--- src/rtl/param_data_mem.sv ---
`default_nettype none
// ============================================================================
// Module   : param_data_mem
// Brief    : Single-port byte-enable data memory with self-clear, req/ready
//            handshake and registered read with valid/error strobes.
// Revision : 1.0
// ============================================================================
module param_data_mem #(
  parameter int DATA_W = 8,
  parameter int ADDR_W = 8,
  parameter int DEPTH  = 256
) (
  input  logic                  clk,
  input  logic                  rst_n,
  input  logic                  req,
  input  logic                  r_w,
  input  logic [ADDR_W-1:0]     address_bus,
  input  logic [DATA_W-1:0]     data_in,
  input  logic [DATA_W/8-1:0]   byte_en,
  output logic                  ready,
  output logic [DATA_W-1:0]     data_out,
  output logic                  rd_valid,
  output logic                  err
);

  localparam int                BE_W    = DATA_W / 8;
  localparam logic [ADDR_W-1:0] C_LAST  = ADDR_W'(DEPTH - 1);
  localparam logic [ADDR_W:0]   C_DEPTH = (ADDR_W + 1)'(DEPTH);

  typedef enum logic [0:0] {
    S_CLEAR = 1'b0,
    S_IDLE  = 1'b1
  } state_t;

  state_t              r_state;
  logic [ADDR_W-1:0]   r_cnt;
  logic                r_ready;
  logic [DATA_W-1:0]   r_data_out;
  logic                r_rd_valid;
  logic                r_err;
  logic [DATA_W-1:0]   r_mem [DEPTH];

  logic                w_accept;
  logic                w_in_range;
  logic                w_wr_en;

  assign w_accept   = req & r_ready;
  assign w_in_range = ({1'b0, address_bus} < C_DEPTH);
  assign w_wr_en    = w_accept & r_w & w_in_range;

  // Reset holds the FSM in CLEAR, so no user write can land while rst_n is low.
  always_ff @(posedge clk) begin
    if (r_state == S_CLEAR) begin
      r_mem[r_cnt] <= '0;
    end else if (w_wr_en) begin
      for (int i = 0; i < BE_W; i++) begin
        if (byte_en[i]) begin
          r_mem[address_bus][8*i +: 8] <= data_in[8*i +: 8];
        end
      end
    end
  end

  always_ff @(posedge clk or negedge rst_n) begin
    if (!rst_n) begin
      r_state    <= S_CLEAR;
      r_cnt      <= '0;
      r_ready    <= 1'b0;
      r_data_out <= '0;
      r_rd_valid <= 1'b0;
      r_err      <= 1'b0;
    end else begin
      r_rd_valid <= 1'b0;
      r_err      <= 1'b0;
      case (r_state)
        S_CLEAR: begin
          r_cnt <= r_cnt + ADDR_W'(1);
          if (r_cnt == C_LAST) begin
            r_state <= S_IDLE;
            r_ready <= 1'b1;
          end
        end
        S_IDLE: begin
          r_ready <= 1'b1;
          if (w_accept) begin
            r_err <= ~w_in_range;
            if (!r_w) begin
              r_rd_valid <= 1'b1;
              r_data_out <= w_in_range ? r_mem[address_bus] : '0;
            end
          end
        end
      endcase
    end
  end

  assign ready    = r_ready;
  assign data_out = r_data_out;
  assign rd_valid = r_rd_valid;
  assign err      = r_err;

endmodule
`default_nettype wire

--- config.mk ---
export PLATFORM = sky130hd
export DESIGN_NAME = param_data_mem
export DESIGN_NICKNAME = d
export VERILOG_FILES = /design/src/rtl/param_data_mem.sv
export SDC_FILE = /design/constraint.sdc
export NUM_CORES = 2
export LEC_CHECK = 0
export ABC_AREA = 1
export CAP_MARGIN = 20
export CORE_MARGIN = 8
export CORE_UTILIZATION = 63
export DETAILED_ROUTE_END_ITERATION = 7
export PLACE_DENSITY_LB_ADDON = 0.05
export SYNTH_ARGS = -nofsm -noshare
export SYNTH_HDL_FRONTEND = slang
export SYNTH_SLANG_ARGS = --single-unit
--- constraint.sdc ---
create_clock -name clk -period 10.85 [get_ports clk]
set_clock_uncertainty 0.2 [all_clocks]
set_input_delay 1.6275 -clock clk [delete_from_list [all_inputs] [get_ports clk]]
set_output_delay 1.6275 -clock clk [all_outputs]
set_load 0.01 [all_outputs]
=== Word level (Yosys, flattened, before mapping) ===
Memories as Yosys holds them, arrays and structs flattened. A register that Yosys moved wholly into a read port is not among the register bits.
Cells that the tools add are included.

* Memory bits (writable): 2,048
* Flip-flop bits (word level): 11
* Memories kept: 1

* Add/sub/neg operators: 1
* Mux-type cells: 15
* Eq/ne operators: 2
* Bitwise gates (word level): 4
* Reduce and logical (&&, ||, !) cells: 3

{| class="wikitable"
|+ Memory list
! memory !! depth !! width !! read ports !! clocked after memory_dff !! wr ports !! RTL line !! source
|-
| r_mem || 256 || 8 || 1 || 1 || 1 || 41 || <nowiki>logic [DATA_W-1:0] r_mem [DEPTH];</nowiki>
|}

{| class="wikitable"
|+ Operators with widths
! kind !! number
|-
| $mux 8 || 2
|-
| $mux 1 || 12
|-
| $add 8x1->8 const B || 1
|-
| $eq 8x8->1 const B || 1
|-
| $reduce_or 8->1 || 1
|-
| $reduce_and 3->1 || 1
|-
| $and 1x1->1 || 2
|-
| $ne 2x1->1 const B || 1
|-
| $not 1->1 || 2
|-
| $pmux 1 s2 || 1
|-
| $logic_not 1->1 || 1
|}

=== Depth between registers and ports, before layout ===
* Depth after elaboration: 7
* Depth in mapped cells: 15

=== Worst setup path before layout ===
No wires, ideal clock.

* Path kind: in2reg
* Start point: input req
* End point: memory r_mem[0][0] (data pin)
* Stages: 5
* Path slack: 1.268 ns
* Library setup time: 1.389 ns
* Arrival: 7.993 ns
* Required time: 9.261 ns
* Path buffers: 1
* Path through: nand2_2 > nor2_4 > nand2_4 > buf_2 > nor2_1

* Cells in the longest elaborated chain, start to end: 7

{| class="wikitable"
|+ RTL lines
! item !! RTL line !! source
|-
| from (decl) || 15 || <nowiki>input logic req,</nowiki>
|-
| $and 1x1->1 || 47 || <nowiki>assign w_accept = req & r_ready;</nowiki>
|-
| $and 1x1->1 || 49 || <nowiki>assign w_wr_en = w_accept & r_w & w_in_range;</nowiki>
|-
| $mux 1 || 55 || <nowiki>end else if (w_wr_en) begin</nowiki>
|-
| $mux 1 || 53 || <nowiki>if (r_state == S_CLEAR) begin</nowiki>
|-
| $mux 1 (implied by the code) || 58 || <nowiki>r_mem[address_bus][8*i +: 8] <= data_in[8*i +: 8];</nowiki>
|-
| $reduce_or 8->1 (no line) || n/a ||
|-
| $mux 8 (no line) || n/a ||
|-
| to (decl) || 41 ||
|}

No other way between the ends.

==> impl_metrics.yaml <==
worst_setup_path:
  crit_type: "in -> reg"
  path_buf_inv: 3
  crit_required_ns: 11.34
  r2r-start: "ready$_DFFE_PN0P_"
  rrSetupSlack_ns: 6.90
  endpoint_kind: "flop"
  cp_top_family: "buffers and inverters"
  path_cells: "buf_8 -> buf_4 -> buf_4 -> nand3_1 -> nand3_1 -> nand3_1 -> nand3_1 -> nand3_1 -> nand3_1 -> nand3_1 -> nand3_1 -> nand2_1"
  worstSetupStartpoint: "address_bus[1]"
  critical-path-max-stage-delay_ns: 0.90
  cp_slowest_cell: "buf_4"
  cp_max_fo: 81
  reg2reg_to: "r_mem[82][6]$_DFFE_PP_"
  critical_path_arrival_ns: 5.84
  reg2regPathDepth: 10
  cp_common_cell: "nand3_1"
  startpoint_type: "input pin"
synth:
  yosysTopAreaCellShare_pct: 73.1
  synth_seq_cells: 2067
  synth_nets: 7115
  syn_avg_cell_area_um2: 11.9
  synth_largest_area_cell: "edfxtp_1"
  syn_inst: 7093
  netlist_top_cells_area: "edfxtp_1 73%, nand3_1 12%, nand2_1 9.4%"
  syn_area_mm2: 0.0842
  synth_cell_types: 32
  seq_area_frac_synth_pct: 73.6
  ys_warn_count: 0
routing:
  drtPass1Iterations: 6
  wirelength_mm: 222
  drc: 0
  vias: 55300
  first_iter_violations: 7842
  wire_per_inst_um: 25.0
  via_per_inst: 6.24
  ant_nets: 0
clock_tree:
  tritoncts: "yes"
  cts_buffers: 203
  clk_pin_slew_ns: 0.06
  cts_root_buf: "clkbuf_16"
  cts_setup_buffers: 0
  cts_sinks: 2067
  h-tree-depth: 4
  cts_max_path_buffers: 3
  insertion_delay_ns: 0.82
  post_cts_resized: 0
  ctsHoldBuffers: 0
floorplanning:
  die_w_um: 382
  ios: 32
  core_area_mm2: 0.133
  num_rows: 134
  initial_core_util_pct: 63.3
  die_h_um: 382
  dieArea_mm2: 0.146
global_routing:
  grt_pass1_vias: 51300
  antenna_found_initial: 4
  gr-total-overflow: 0
  grt_pass1_wl_mm: 329
  grt_max_degree: 234
  grt_usage_pct: 29.7
final_layout:
  layout.nets: 6938
  area_growth_syn_to_layout_pct: 8.79
  layout-drive-gt1-share_pct: 5.80
  multi_input_area_mm2: 0.0198
  regArea_mm2: 0.0620
  num-fill-cells: 9403
  final_cells: 8854
timing:
  maxSlewViolCount: 0
  tns_ns: 0
  fin_crit_sh_pct: 49.3
  maxSlewHeadroom_pct: 14.9
  period_minus_slack_ns: 5.34
  final-hold-violation-count: 0
  setup_viol: 0
  grt_setup_unrepaired: "false"
  holdWs_ns: 0.325
  fmax_mhz: 187
  worst_pin_slew_ns: 1.28
power_and_ir_drop:
  leakage_nw: 30.7
  power_density_mw_per_mm2: 177
  max-vdd-ir-drop_v: 0.000171
min_path:
  worstHoldEndpoint: "r_cnt[0]$_DFFE_PN0N_"
  hold_depth: 1
  hp-start: "r_cnt[0]$_DFFE_PN0N_"
  hold_class: "reg -> reg"
placed_design:
  port_buffers: 30
  placedCellCount: 8478
  gp_congestion: 0.885
  dp_hpwl_mm: 118
job:
  drv_cap: 0
outcome:
  status: "completed"
-- worst max path at each step --
stage | slack, ns | cells past startpoint | end
global route | 5.40 | 13 | data_out[3]$_DFFE_PN0P_
CTS | 5.77 | 13 | data_out[3]$_DFFE_PN0P_
finish | 5.51 | 12 | data_out[3]$_DFFE_PN0P_
detailed placement | 4.91 | 13 | data_out[3]$_DFFE_PN0P_
global placement | 4.92 | 13 | data_out[1]$_DFFE_PN0P_
floorplan | 1.27 | 5 | r_mem[0][0]$_DFFE_PP_
-- registers in the layout, indices dropped and copies added (netlist names) --
name      count
data_out      8
r_cnt         8
r_mem      2048
r_state       1
rd_valid      1
ready         1
-- cell families (layout without fill, tap and decap cells) --
family                   after synthesis  count (layout)  synth area share, %
AND/OR/NAND/NOR                     4462            4462                 23.2
other                                  1               5              0.00446
adder cells (fa/ha/maj)                1               1               0.0149
flip-flops                          2067            2067                 73.6
buffers and inverters                545             534                 2.96
XOR/XNOR                               6               6               0.0624
AO/OA/AOI/OAI                         11              11                0.128
-- layout by cell type (no fill, tap or decap), types with 5 or more instances in the layout --
master,count
nand3_1,2042
clkdlybuf4s50_1,24
edfxtp_1,2048
nor2_8,5
dfrtp_1,19
clkinv_1,53
clkbuf_16,210
buf_4,60
clkbuf_1,45
bufinv_16,11
nor2_4,11
nand2_4,7
inv_1,48
clkinv_2,40
nand2_2,13
nor2_1,284
buf_12,14
nand2_1,2093
-- synth_stat cells --
master and instances:
o21ai_0 2, a21oi_1 2, nor3_1 1, clkbuf_1 148, conb_1 1, nor4_1 1, o21ai_2 2, nor2_8 5
buf_4 17, nor3_2 1, nand3_1 2042, nand2_2 9, inv_4 3, nor2_1 292, buf_6 7, xnor2_1 2
o21ai_4 4, nand3_4 1, buf_1 60, xor2_1 4, nor2_4 3, buf_2 254, dfrtp_1 19, or2_2 2
nor3_4 1, nand2_1 2097, ha_1 1, o21ai_1 1, inv_2 5, inv_1 51, nand2_4 7, edfxtp_1 2048
-- power by group --
part,internal [mW],switching (mW),leakage (nW)
logic,0.229,0.596,13.2
clock network,3.78,2.92,3.08
registers,8.64,0,14.4
-- area by class of cell --
| class | instances | area share [%] |
|---|---|---|
| tap | 1768 | 2.42 |
| timing repair buffer | 104 | 1.15 |
| clock buffer | 255 | 5.92 |
| inverter | 59 | 0.277 |
| antenna | 4 | 0.0109 |
| sequential | 2067 | 67.7 |
| multi-input combinational | 4481 | 21.6 |
| clock inverter | 116 | 0.939 |
-- through the flow --
step / worst slack [ns] / util [%] / total power, mW / area (µm²)
floorplan: 1.27 / - / 9.36 / 84200
global placement: 4.92 / 64.1 / 9.61 / 85200
detailed placement: 4.91 / 64.1 / 9.62 / 85200
CTS: 5.77 / 68.8 / 16.2 / 91500
global route: 5.40 / 68.9 / 16.6 / 91600
finish: 5.51 / 68.9 / 16.2 / 91600
-- layer usage --
metal | wire (µm) | global-route usage [%] | share of wire, %
met5 | 22 | 0 | 0.0099
met1 | 88100 | 43.2 | 40
met3 | 22500 | 5.44 | 10
met2 | 101000 | 44.8 | 46
met4 | 9950 | 12.5 | 4.5
-- worst reg2reg max path: cells and delay by family, from the launching register on --
kind            cells  cell delay (ns)
simple gates        7             2.44
flops               1             0.38
buf+inv             2             0.18
compound gates      1             0.34
Note: power is estimated with default switching activity, not from simulation.
